<file path="src/rtl/pio_bank_pkg.sv">
// -----------------------------------------------------------------------------
// pio_bank_pkg
// Shared constants for the pio_bank general-purpose I/O peripheral:
//   - Avalon-MM word addresses of the register map
//   - edge capture mode encodings
//   - clog2 helper used to size the debounce counters
// -----------------------------------------------------------------------------
package pio_bank_pkg;

   // Register map (word addresses); 6 and 7 are unused and read as zero
   localparam logic [2:0] ADDR_DATA_IN  = 3'd0;
   localparam logic [2:0] ADDR_DATA_OUT = 3'd1;
   localparam logic [2:0] ADDR_IRQ_MASK = 3'd2;
   localparam logic [2:0] ADDR_EDGE_CAP = 3'd3;
   localparam logic [2:0] ADDR_OUT_SET  = 3'd4;
   localparam logic [2:0] ADDR_OUT_CLR  = 3'd5;

   // Edge capture modes
   localparam int EDGE_RISE = 0;
   localparam int EDGE_FALL = 1;
   localparam int EDGE_BOTH = 2;

   // Ceiling of log2(n) for n >= 2, i.e. the bits needed to count 0..n-1
   function automatic int clog2(input int unsigned n);
      int          result;
      int unsigned top;
      result = 0;
      top    = n - 1;
      for (int i = 0; i < 32; i++) begin
         if ((top >> i) != 0) begin
            result = i + 1;
         end
      end
      return result;
   endfunction

endpackage

</file>
<file path="src/rtl/pio_debounce.sv">
// -----------------------------------------------------------------------------
// pio_debounce
// Single-bit debouncer placed after the input synchroniser. The stable output
// only follows sync_in once sync_in has held one value for DB_CYCLES clocks,
// so glitches shorter than the window never reach the edge detector.
//
// Ports:
//   clk        in   system clock
//   rst_n      in   asynchronous active-low reset
//   sync_in    in   synchronised input bit
//   stable_out out  debounced bit
// -----------------------------------------------------------------------------
module pio_debounce
   import pio_bank_pkg::*;
#(
   parameter int DB_CYCLES = 50000
) (
   input  logic clk,
   input  logic rst_n,
   input  logic sync_in,
   output logic stable_out
);

   localparam int              CNT_W   = clog2(DB_CYCLES);
   localparam logic [CNT_W-1:0] CNT_MAX = CNT_W'(DB_CYCLES - 1);

   logic             sync_prev_q, sync_prev_d;
   logic [CNT_W-1:0] cnt_q, cnt_d;
   logic             stable_q, stable_d;

   // The update compares against the counter's next value so that a change on
   // sync_in (which forces the counter to 0) can never be accepted in the same
   // cycle it first appears, even when the counter was saturated.
   always_comb begin
      sync_prev_d = sync_in;
      cnt_d       = cnt_q;
      stable_d    = stable_q;
      if (sync_in != sync_prev_q) begin
         cnt_d = '0;
      end else if (cnt_q != CNT_MAX) begin
         cnt_d = cnt_q + 1'b1;
      end
      if ((cnt_d == CNT_MAX) && (sync_in != stable_q)) begin
         stable_d = sync_in;
      end
   end

   always_ff @(posedge clk or negedge rst_n) begin
      if (!rst_n) begin
         sync_prev_q <= 1'b0;
         cnt_q       <= '0;
         stable_q    <= 1'b0;
      end else begin
         sync_prev_q <= sync_prev_d;
         cnt_q       <= cnt_d;
         stable_q    <= stable_d;
      end
   end

   assign stable_out = stable_q;

endmodule

</file>
<file path="src/rtl/pio_bank.sv">
// -----------------------------------------------------------------------------
// pio_bank
// Parametrised GPIO peripheral on an Avalon-MM slave: one conditioned input
// group with edge capture and a level interrupt, and one output register with
// atomic set/clear writes. Reads have a fixed latency of one clock.
//
// Optional feature macro: PIO_BANK_DEBOUNCE_EN
//   defined   - each input bit gets a pio_debounce stage after the synchroniser
//   undefined - the synchroniser output feeds the edge detector directly
//
// Ports:
//   clk_clk        in   system clock
//   reset_reset_n  in   asynchronous active-low reset
//   avs_address    in   word address (3 bits)
//   avs_read       in   read strobe
//   avs_write      in   write strobe (wins over a simultaneous read)
//   avs_writedata  in   write data (32 bits)
//   avs_readdata   out  registered read data, held until the next read
//   irq            out  level interrupt, |(EDGE_CAP & IRQ_MASK) registered
//   pio_in         in   asynchronous external inputs (IN_WIDTH bits)
//   pio_out        out  output register (OUT_WIDTH bits)
// -----------------------------------------------------------------------------
module pio_bank
   import pio_bank_pkg::*;
#(
   parameter int          IN_WIDTH  = 10,
   parameter int          OUT_WIDTH = 32,
   parameter int          EDGE_MODE = 0,
   parameter logic [31:0] OUT_RESET = 32'h0,
   parameter int          DB_CYCLES = 50000
) (
   input  logic                 clk_clk,
   input  logic                 reset_reset_n,
   input  logic [2:0]           avs_address,
   input  logic                 avs_read,
   input  logic                 avs_write,
   input  logic [31:0]          avs_writedata,
   output logic [31:0]          avs_readdata,
   output logic                 irq,
   input  logic [IN_WIDTH-1:0]  pio_in,
   output logic [OUT_WIDTH-1:0] pio_out
);

   localparam logic [OUT_WIDTH-1:0] OUT_RST = OUT_RESET[OUT_WIDTH-1:0];

   logic [IN_WIDTH-1:0]  sync1_q, sync2_q;
   logic [IN_WIDTH-1:0]  cond;
   logic [IN_WIDTH-1:0]  cond_prev_q;
   logic [IN_WIDTH-1:0]  edges;
   logic [IN_WIDTH-1:0]  mask_q, mask_d;
   logic [IN_WIDTH-1:0]  cap_q, cap_d;
   logic [OUT_WIDTH-1:0] out_q, out_d;
   logic                 irq_q, irq_d;
   logic [31:0]          rdata_q, rdata_d;
   logic [IN_WIDTH-1:0]  wr_in;
   logic [OUT_WIDTH-1:0] wr_out;

`ifdef PIO_BANK_DEBOUNCE_EN
   for (genvar i = 0; i < IN_WIDTH; i++) begin : g_debounce
      pio_debounce #(
         .DB_CYCLES (DB_CYCLES)
      ) u_debounce (
         .clk        (clk_clk),
         .rst_n      (reset_reset_n),
         .sync_in    (sync2_q[i]),
         .stable_out (cond[i])
      );
   end
`else
   assign cond = sync2_q;
`endif

   // Edge detection against the conditioned value one cycle earlier
   always_comb begin
      edges = '0;
      if (EDGE_MODE == EDGE_FALL) begin
         edges = ~cond & cond_prev_q;
      end else if (EDGE_MODE == EDGE_BOTH) begin
         edges = cond ^ cond_prev_q;
      end else begin
         edges = cond & ~cond_prev_q;
      end
   end

   // Register writes, read mux and interrupt; a newly detected edge is OR-ed
   // in after the write-1-to-clear so the edge survives a same-cycle clear.
   always_comb begin
      wr_in   = avs_writedata[IN_WIDTH-1:0];
      wr_out  = avs_writedata[OUT_WIDTH-1:0];
      out_d   = out_q;
      mask_d  = mask_q;
      cap_d   = cap_q;
      rdata_d = rdata_q;
      if (avs_write) begin
         case (avs_address)
            ADDR_DATA_OUT: out_d  = wr_out;
            ADDR_IRQ_MASK: mask_d = wr_in;
            ADDR_EDGE_CAP: cap_d  = cap_q & ~wr_in;
            ADDR_OUT_SET:  out_d  = out_q | wr_out;
            ADDR_OUT_CLR:  out_d  = out_q & ~wr_out;
            default:       ;
         endcase
      end else if (avs_read) begin
         rdata_d = '0;
         case (avs_address)
            ADDR_DATA_IN:  rdata_d[IN_WIDTH-1:0]  = cond;
            ADDR_DATA_OUT: rdata_d[OUT_WIDTH-1:0] = out_q;
            ADDR_IRQ_MASK: rdata_d[IN_WIDTH-1:0]  = mask_q;
            ADDR_EDGE_CAP: rdata_d[IN_WIDTH-1:0]  = cap_q;
            default:       ;
         endcase
      end
      cap_d = cap_d | edges;
      irq_d = |(cap_q & mask_q);
   end

   always_ff @(posedge clk_clk or negedge reset_reset_n) begin
      if (!reset_reset_n) begin
         sync1_q     <= '0;
         sync2_q     <= '0;
         cond_prev_q <= '0;
         mask_q      <= '0;
         cap_q       <= '0;
         out_q       <= OUT_RST;
         irq_q       <= 1'b0;
         rdata_q     <= '0;
      end else begin
         sync1_q     <= pio_in;
         sync2_q     <= sync1_q;
         cond_prev_q <= cond;
         mask_q      <= mask_d;
         cap_q       <= cap_d;
         out_q       <= out_d;
         irq_q       <= irq_d;
         rdata_q     <= rdata_d;
      end
   end

   assign avs_readdata = rdata_q;
   assign irq          = irq_q;
   assign pio_out      = out_q;

endmodule

</file>
<file path="config.mk">
export PLATFORM = sky130hd
export DESIGN_NAME = pio_bank
export DESIGN_NICKNAME = d
export VERILOG_FILES = /design/src/rtl/pio_bank_pkg.sv /design/src/rtl/pio_debounce.sv /design/src/rtl/pio_bank.sv
export SDC_FILE = /design/constraint.sdc
export NUM_CORES = 1
export LEC_CHECK = 0
export BUFFER_PORTS_ARGS = -buffer_cell sky130_fd_sc_hd__buf_2
export CAP_MARGIN = 30
export CORE_ASPECT_RATIO = 0.8
export CORE_MARGIN = 1.5
export CORE_UTILIZATION = 35
export CTS_BUF_LIST = sky130_fd_sc_hd__clkbuf_8
export DETAILED_ROUTE_END_ITERATION = 6
export PLACE_DENSITY = 0.62
export SYNTH_ARGS = -nofsm -noshare
export SYNTH_HDL_FRONTEND = slang
export SYNTH_SLANG_ARGS = --single-unit
export TNS_END_PERCENT = 50
</file>
<file path="constraint.sdc">
create_clock -name clk_clk -period 1.4 [get_ports clk_clk]
set_clock_uncertainty 0.1 [all_clocks]
set_input_delay 0.07 -clock clk_clk [delete_from_list [all_inputs] [get_ports clk_clk]]
set_output_delay 0.07 -clock clk_clk [all_outputs]
set_load 0.01 [all_outputs]
</file>
==> key figures, run 1 <==
Synth
  – Yosys top cell by area: dfrtp_1
  – Seq/Total Area, Yosys: 0.601
  – Compound-Gate Fraction of Synth Area: 0.169
  – Simple-gate area share of the yosys netlist: 0.0797
  – Distinct cells, synth: 28
  – Largest family of logic cells by synthesized area: compound AO/OA/AOI/OAI gates
  – Multiplexer share of the synthesized area: 0.0776
  – Synth Area in Adders: 0
  – Synth cell count leaders: dfrtp_1 (115), a22o_1 (43), inv_1 (42)
  – Most common cell in the netlist: dfrtp_1
  – Share of flip-flops with an asynchronous set or reset: 1.00
  – Mapped Area: 4790 um2
  – Mean area per synthesized cell: 13.0 um2
  – Synth top area cells: dfrtp_1 (60%), a22o_1 (7.9%), nor3b_1 (5.0%), o31ai_1 (5.0%), mux4_1 (4.9%)
  – Post-synthesis share of cell area spent on xor and xnor gates: 0.00183
  – Syn Inst Count: 369
  – Warnings, synthesis: 0
  – Post-synthesis sequential element count: ~120
  – Number of flops mapped to enable cells by yosys: 0
  – Net Count, Synth: 418
  – Main synth FF type: dfrtp_1
  – Share of the synthesized area in the top cell type: 0.601

CTS
  – Clock Latency Late Sink: 430 ps
  – Clock transition at the registers of the reported paths: approximately 70 ps
  – Clock sink total: about 120
  – TritonCTS clock tree: yes
  – Clock Tree Root: clkbuf_8
  – Maximum buffer depth of the clock tree: 2
  – Num CTS Buffers: 17
  – CTS H-Tree Depth: 4

Timing
  – Tcrit/Tclk final: 0.951
  – Achievable Freq: between 700 and 800 MHz
  – Least-Margin Pin Slew: approximately 570 ps
  – Final Hold Fails: 0
  – RSZ-0062 raised after global routing: false
  – Fin crit period: 1330 ps
  – Relative slew slack: 0.622
  – Final setup viols: 0
  – Max-slew violations: 0
  – WHS: between 50 and 60 ps

Place
  – Dpl hpwl: roughly 8600 um
  – Gpl congestion: ~0.78
  – Port Buffers: 113

Worst hold path
  – Worst hold path class: in -> reg

Drt
  – DRC Markers: 0
  – Routed Antenna Nets: 0
  – Vias/cell: 5.10
  – DR pass1 iterations: 6
  – WL/cell: 17.0 um
  – 1st-iter DRT viols: 230
  – Via count: 3742
  – DRT Wirelength: 12500 um

Critical path
  – Critical Path RT: 1610 ps
  – CP Class: reg -> reg
  – CP max stage cell: mux4_1
  – CP Buf/Inv Count: 0
  – Critical path cell sequence: mux4_1, a22o_1
  – Slowest stage delay, CP: 510 ps
  – Worst EP arrival: 1550 ps
  – Worst setup SP type: flop
  – Largest delay contributor family on the critical path: multiplexers
  – Max Fanout on Critical Path: 3
  – Critical Path End Type: flop

Pwr
  – Total power: 8150 uW
  – LEAKAGE: between 0.003 and 0.004 uW
  – Pwr dens: between 1000 and 1500 nW/um2
  – Max VDD drop: 0.659 mV

Floorplanning
  – Boundary Pins: 114
  – CORE AREA: between 10000 and 15000 um2
  – Die area: 14400 um2
  – Core Rows: 38
  – Die Span Y: 108 um
  – Initial core utilization: 0.356
  – Die width: between 100 and 150 um

GRT
  – Vias in the first global route: 3770
  – First-pass GRT wire length: around 20000 um
  – Initial antenna violation count: 0
  – GR Overflow Total: 0
  – GRT Total Usage: 0.185
  – Pin count of the biggest net entering global routing: 46

Cells and area
  – Ant diodes: 0
  – Area grow syn2layout: 35.3%
  – Final net count: 593
  – Ratio of cells with drive above 1 in the final layout: 0.332

Run status
  – Status: finished, final reports clean

Job
  – Max Cap Violations: 0
-- power breakdown --
part	switching [uW]	total, uW	internal, uW
sequential	275	3950	3680
combinational	645	1320	670
clock	1240	2880	1640
-- timing repair --
item,in CTS,in global routing
hold endpoints to repair,181,0
hold buffers,45,0
setup endpoints to repair,0,4
setup buffers,0,2
resized for setup,0,2
-- layout make-up --
| type | instances | area (um2) |
|---|---|---|
| tap | 180 | 225 |
| fill | 1213 | 6980 |
| clock buffer | 23 | 317 |
| sequential | 115 | 2880 |
| inverter | 42 | 158 |
| timing repair buffer | 184 | 1270 |
| clock inverter | 6 | 55.1 |
| multi-input combinational | 184 | 1580 |
-- path summary, 6_finish.rpt --
kind                       depth (start not counted)     startpoint  slack, ps          endpoint
min in group asynchronous                          3  reset_reset_n        110       pio_out[26]
min                                                3      avs_write         60  avs_readdata[15]
min reg2reg                                        0     sync1_q[5]        240           cond[5]
max reg2reg                                        2     pio_out[8]         70   avs_readdata[8]
max in group asynchronous                          3  reset_reset_n        500       pio_out[15]
max                                                2     pio_out[8]         70   avs_readdata[8]
-- routing by layer --
metal  wire (um)  vias to the layer above  global-route usage
met4         134                        0              0.0668
met1        5740                     1870               0.251
met3         859                        9              0.0518
met5           0                        -                   0
met2        5740                      173               0.283
li1            -                     1690                   -
-- stage by stage --
step                utilization  instance area, um2  cells  setup TNS, ps  setup WS [ps]
finish                    0.481                6480    734              0           68.1
global route              0.481                6480    734              0           15.5
CTS                       0.480                6450    732              0           36.0
detailed placement        0.419                5630    658          -3160           -113
global placement          0.419                5630    658          -2.79          -2.79
floorplan                     -                4790    369              0           89.8
-- placed cells by master, fill, tap and decap left out --
cell	synthesis	routed
buf_2	11	112
dfrtp_1	115	115
dlygate4sd3_1	0	44
nand4_1	1	1
mux4_2	1	1
and4b_1	1	1
nand2_1	11	11
o21ai_0	29	29
nor2_2	1	2
nor3_4	1	1
buf_4	1	23
mux4_1	9	9
clkinvlp_4	0	1
a22o_1	43	43
clkinv_2	0	2
buf_12	1	4
bufinv_16	0	1
inv_1	42	44
o21ai_1	3	3
a22oi_1	3	3
a221oi_2	0	1
o31ai_1	32	32
clkbuf_8	0	23
nor3b_1	32	32
xor2_1	1	1
nand2b_1	1	1
nor4b_4	1	1
dlymetal6s4s_1	0	1
mux2_2	10	10
nand2b_4	2	2
-- flip-flops by register name, indices dropped and copies added, names as in the netlist --
signal	count
avs_readdata	32
cap_q	10
cond	10
cond_prev_q	10
irq	1
mask_q	10
pio_out	32
sync1_q	10
-- cells by family (layout without fill, tap and decap cells) --
group           after synthesis  count (layout)
buf+inv                      70             255
xor+xnor                      1               1
compound gates              111             111
flops                       115             115
simple gates                 52              52
mux                          20              20
-- worst register-to-register path, stage by stage, from the launching register on --
cell and delay (ps):
dfrtp_1 400, mux4_1 510, a22o_1 210
Power figures use the tool's default switching activity.
==> run 2, diff against run 1 <==
- ABC_AREA: unset -> 1
==> run 2 against run 1 <==
Effect of this change:
- setup slack improved by 170 ps
- power grew 2.1%
- clock power increased by 10%
- register-to-register slack improved by 280 ps
- core utilization grew 1.0 points
- synthesized cell count increased by 49%
- combinational power shrank 6%
- design area decreased by 1.3%
- routed wire length decreased by 2.4%
- critical path depth shrank 1
- count of clock-buffer cells in the layout fell by 5
- sequential share of layout area increased by 0.56 points
- critical endpoint is now pio_out[13]
==> key figures, run 2 <==
Critical path
  – Worst EP arrival: 1000 ps
  – Register-to-Register Path Depth: 4
  – CP Buf/Inv Count: 1
  – Reg2reg end: irq
  – CP max stage cell: dfrtp_1
  – Slowest stage delay, CP: between 400 and 500 ps
  – Max Fanout on Critical Path: 3
  – Worst r2r src: mask_q[0]
  – Critical path cell sequence: buf_2
  – CP Class: reg -> out
  – Largest delay contributor family on the critical path: flip-flops
  – Flop2flop setup slack: 350 ps
  – Critical Path End Type: primary output
  – Worst setup SP type: flop
  – Critical Path RT: 1230 ps

CTS
  – Num CTS Buffers: 17
  – Clock Tree Root: clkbuf_8
  – Clock sink total: 115
  – Clock Latency Late Sink: 430 ps
  – Clock transition at the registers of the reported paths: 80 ps
  – TritonCTS clock tree: yes
  – Maximum buffer depth of the clock tree: 2
  – CTS H-Tree Depth: 4
  – Total setup buffers inserted after CTS: 0

Drt
  – DR pass1 iterations: 4
  – Via count: 4149
  – WL/cell: between 10 and 15 um
  – DRT Wirelength: 12200 um
  – Vias/cell: 4.56
  – DRC Markers: 0
  – 1st-iter DRT viols: 217
  – Routed Antenna Nets: 0

Synth
  – Most common cell in the netlist: nand2_1
  – Syn Inst Count: about 550
  – Number of flops mapped to enable cells by yosys: 0
  – Net Count, Synth: 600
  – Synth cell count leaders: nand2_1 (156), dfrtp_1 (115), inv_1 (74)
  – Yosys top cell by area: dfrtp_1
  – Post-synthesis sequential element count: 115
  – Share of flip-flops with an asynchronous set or reset: 1.00
  – Main synth FF type: dfrtp_1
  – Share of the synthesized area in the top cell type: 0.610
  – Seq/Total Area, Yosys: 0.610
  – Mapped Area: ~4700 um2
  – Mean area per synthesized cell: 8.57 um2
  – Distinct cells, synth: 19
  – Synth top area cells: dfrtp_1 (61%), nand2_1 (12%), o21ai_0 (6.0%), inv_1 (5.9%), nor2_1 (5.1%)
  – Warnings, synthesis: 0

Timing
  – Final Hold Fails: 0
  – Tcrit/Tclk final: 0.833
  – Max-slew violations: 0
  – RSZ-0062 raised after global routing: false
  – Achievable Freq: 857 MHz
  – WHS: roughly 75 ps
  – Relative slew slack: 0.702
  – Fin crit period: 1170 ps
  – Final setup viols: 0
  – Least-Margin Pin Slew: 448 ps
  – Setup TNS: 0 ps

Floorplanning
  – Die area: 14200 um2
  – Boundary Pins: ~110
  – Die Span Y: approximately 110 um
  – CORE AREA: 13000 um2
  – Core Rows: 37
  – Initial core utilization: 0.363
  – Die width: 133 um

Cells and area
  – Ratio of cells with drive above 1 in the final layout: 0.231
  – Fill cell count: 1258
  – Ant diodes: 0
  – Multi-input gate area: 1450 um2
  – Commonest non-fill, non-tap cell in the layout: nand2_1
  – Final net count: 771
  – Area grow syn2layout: 35.5%
  – Commonest non-fill, non-tap cells in the layout: nand2_1 (156), dfrtp_1 (115), buf_2 (112), inv_1 (76), nor2_1 (64)
  – Register Area: 2880 um2

Place
  – Dpl hpwl: about 8100 um
  – Port Buffers: 113
  – Gpl congestion: 0.767

GRT
  – First-pass GRT wire length: 20300 um
  – GR Overflow Total: 0
  – Pin count of the biggest net entering global routing: 80
  – Vias in the first global route: 4180
  – GRT Total Usage: 0.185
  – Initial antenna violation count: 0

Worst hold path
  – Worst hold path class: in -> reg
  – Worst Hold Depth: 5
  – Hold EP: avs_readdata[2]
  – HP Start: avs_write

Run status
  – Status: finished, final reports clean

Pwr
  – Max VDD drop: 0.723 mV
  – Pwr dens: roughly 1300 nW/um2
  – LEAKAGE: 0.00348 uW

Job
  – Max Cap Violations: 0
[run 2: changes by cell type after synthesis, sizes merged, moves of 32 or more]
cell   delta
o31ai    -32
a22o     -43
o21ai    +54
nor2     +65
nand2   +145
nor3b    -32
inv      +35
[run 2: how the worst max path moves through the flow]
stage                  end  cells past startpoint           start
2_1_floorplan  pio_out[11]                      7  avs_address[1]
3_3_place_gp   pio_out[30]                      7  avs_address[1]
3_5_place_dp   pio_out[19]                      7  avs_address[1]
4_1_cts         pio_out[6]                      1      pio_out[6]
5_1_grt        pio_out[20]                      1     pio_out[20]
6_report       pio_out[13]                      1     pio_out[13]
[run 2: logic make-up (layout without fill, tap and decap cells)]
group | Yosys count | after routing | synth area share
AND/OR/NAND/NOR | 250 | 250 | 0.211
buffers and inverters | 98 | 282 | 0.0840
flip-flops | 115 | 115 | 0.610
AO/OA/AOI/OAI | 88 | 88 | 0.0951
[run 2: per-stage QoR]
| stage | setup WS (ps) | instance area [um2] | cells | total power (uW) | util |
|---|---|---|---|---|---|
| final | 233 | 6400 | 910 | 8320 | 0.492 |
| after global routing | 178 | 6400 | 910 | 8770 | 0.492 |
| after CTS | 195 | 6400 | 910 | 8430 | 0.492 |
| after detailed placement | 174 | 5550 | 835 | 5120 | 0.427 |
| after global placement | 221 | 5550 | 835 | 5080 | 0.427 |
| after floorplan | 393 | 4720 | 551 | 4510 | - |
[run 2: what timing repair did]
action	CTS	global route
resized for setup	0	0
endpoints found under the hold margin	177	0
hold buffers	43	0
[run 2: where the power goes]
part	leakage, uW	total, uW	internal [uW]	switching, uW
Clock	0.000207	3170	1800	1380
Combinational	0.00186	1240	521	719
Sequential	0.00141	3900	3670	236
[run 2: final cells by class]
type                            instances  area share
Clock inverter                         14      0.0258
Inverter                               77      0.0452
Sequential cell                       115       0.450
Timing Repair Buffer                  173       0.180
Clock buffer                           18      0.0387
Multi-Input combinational cell        338       0.226
Tap cell                              175      0.0342
[run 2: per-layer routing]
metal	global-route usage	vias to the layer above	share of wire
met1	0.234	1948	0.45
li1	-	2049	-
met2	0.296	135	0.47
met3	0.0539	17	0.064
met4	0.0856	0	0.014
met5	0	-	0
==> run 3, diff against run 2 <==
- ABC_AREA: 1 -> 0
- PLACE_DENSITY: 0.62 -> 0.64
- clock period: 1.4 -> 0.9 ns (I/O delays scaled with it)
==> run 3 against run 2 <==
Effect of this change:
- the flow now finishes with violations (hold timing, setup timing)
- final cell count is 6.8% lower
- global-route usage increased by 1.8 points
- critical path depth grew 1
- via count is 0.70% higher
- die area increased by 1.3%
- combinational power increased to 3.1 times the previous value
- sequential cell count unchanged
- core utilization up 9.2 points
- critical path type is now reg -> reg
- setup slack got worse by 620 ps
- first-iteration DRC count grew 35%
- power rose by 72%
- critical endpoint is now avs_readdata[2]
- clock power grew 38%
==> key figures, run 3 (same netlist as run 1, synthesis figures left out) <==
Floorplanning
  – Die width: 134 um
  – Boundary Pins: 114
  – Core Rows: 38
  – Initial core utilization: 0.356
  – Die Span Y: between 100 and 150 um
  – Die area: between 10000 and 15000 um2
  – CORE AREA: 13500 um2

Cells and area
  – Commonest non-fill, non-tap cells in the layout: dfrtp_1 (115), buf_2 (98), buf_4 (78), buf_6 (68), inv_1 (47)
  – Fill cell count: 1076
  – Final core utilization: 0.584
  – Area grow syn2layout: 64.2%
  – Final non-filler cell total: around 850
  – Ratio of cells with drive above 1 in the final layout: 0.507
  – Ant diodes: 0
  – Final net count: 705
  – Commonest non-fill, non-tap cell in the layout: dfrtp_1

Place
  – Gpl congestion: 0.820
  – Placed Cells: 702
  – Dpl hpwl: between 8000 and 9000 um
  – Port Buffers: 113
  – Worst slack, placed: -472 ps

Drt
  – Routed Antenna Nets: 0
  – Vias/cell: approximately 4.9
  – DRC Markers: 0
  – DRT Wirelength: 14500 um
  – DR pass1 iterations: 4
  – WL/cell: 17.1 um
  – Via count: 4178
  – 1st-iter DRT viols: 292

Timing
  – Tcrit/Tclk final: 1.43
  – WHS: -41.7 ps
  – Final setup viols: between 100 and 150
  – Relative slew slack: 0.599
  – Achievable Freq: 776 MHz
  – Worst setup margin: -388 ps
  – Setup TNS: -23670 ps
  – Fin crit period: 1290 ps
  – Final Hold Fails: 15
  – Least-Margin Pin Slew: ~600 ps
  – RSZ-0062 raised after global routing: true
  – Max-slew violations: 0

CTS
  – TritonCTS clock tree: yes
  – Clock sink total: about 120
  – Clock Tree Root: clkbuf_8
  – Clock Latency Late Sink: roughly 430 ps
  – Maximum buffer depth of the clock tree: 2
  – CTS H-Tree Depth: 4
  – Num CTS Buffers: 17
  – CTS hold repair buffers: 43
  – Clock transition at the registers of the reported paths: 70 ps

GRT
  – GRT Total Usage: 0.203
  – Vias in the first global route: about 4300
  – First-pass GRT wire length: about 22000 um
  – GR Overflow Total: 0
  – Initial antenna violation count: 0
  – Pin count of the biggest net entering global routing: 36

Job
  – Max Cap Violations: 0

Critical path
  – Worst EP arrival: 1510 ps
  – Critical Path RT: 1120 ps
  – Critical Path End Type: flop
  – Register-to-Register Path Depth: 2
  – Worst setup SP type: flop
  – CP Class: reg -> reg
  – Max Fanout on Critical Path: 3

Pwr
  – Total power: 14300 uW
  – Max VDD drop: approximately 0.95 mV
  – LEAKAGE: 0.00387 uW
  – Pwr dens: 1820 nW/um2

Worst hold path
  – Worst hold path class: in -> async

Run status
  – Status: finished, violations left
  – Failing checks: hold timing, setup timing
==> run 3: cell types whose count changed in the layout (fill, tap and decap cells not counted), moves of 30 or more <==
cell | previous run | this run
nand2_1 | 156 | 10
o21ai_0 | 57 | 1
buf_4 | 16 | 78
a22o_1 | 0 | 43
buf_6 | 0 | 68
nor2_1 | 64 | 0
nor3b_1 | 0 | 30
==> run 3: timing repair <==
action                                  in CTS  in global routing
pin swaps                                   10                 11
gates resized for setup                     58                 56
buffers inserted                            36                 36
endpoints found under the setup margin     101                146
endpoints found under the hold margin      177                 15
==> run 3: area by class of cell <==
type / instances / area, um2 / share of cell area
clock inverter: 10 / 68.8 / 0.00876
timing repair buffer: 296 / 2450 / 0.312
sequential: 115 / 2880 / 0.366
tap: 180 / 225 / 0.0287
clock buffer: 21 / 289 / 0.0368
multi-input combinational: 184 / 1790 / 0.227
inverter: 42 / 158 / 0.0201
==> run 3: through the flow <==
stage	hold WS, ps	area (um2)
after floorplan	-351	4840
after global placement	-126	6020
after detailed placement	-119	6020
after CTS	-59.6	7320
after global routing	-24.4	7860
final	-41.7	7860
==> run 3: where the power goes <==
part	leakage (uW)	switching, uW	total [uW]	internal (uW)
Combinational	0.00225	1520	3820	2290
Clock	0.000207	2000	4390	2390
Sequential	0.00141	376	6100	5720
==> run 3: final timing paths <==
path | slack (ps) | end | from
hold / removal | -40 | cap_q[3] | reset_reset_n
max in group asynchronous | 240 | cap_q[5] | reset_reset_n
hold reg to reg | 250 | cond[2] | sync1_q[2]
setup / recovery | -390 | avs_readdata[2] | cap_q[2]
min in group clk_clk | 30 | avs_readdata[1] | avs_read
setup reg to reg | -390 | avs_readdata[2] | cap_q[2]
==> run 3: worst max-delay path, stage by stage (launching register included) <==
cell     delay, ps
dfrtp_1        400
mux4_2         490
a22o_1         190
==> run 3: layer usage <==
metal,wire length [um],GRT usage
met2,7180,0.327
met3,681,0.0490
met5,0,0
met1,6420,0.263
met4,209,0.0854
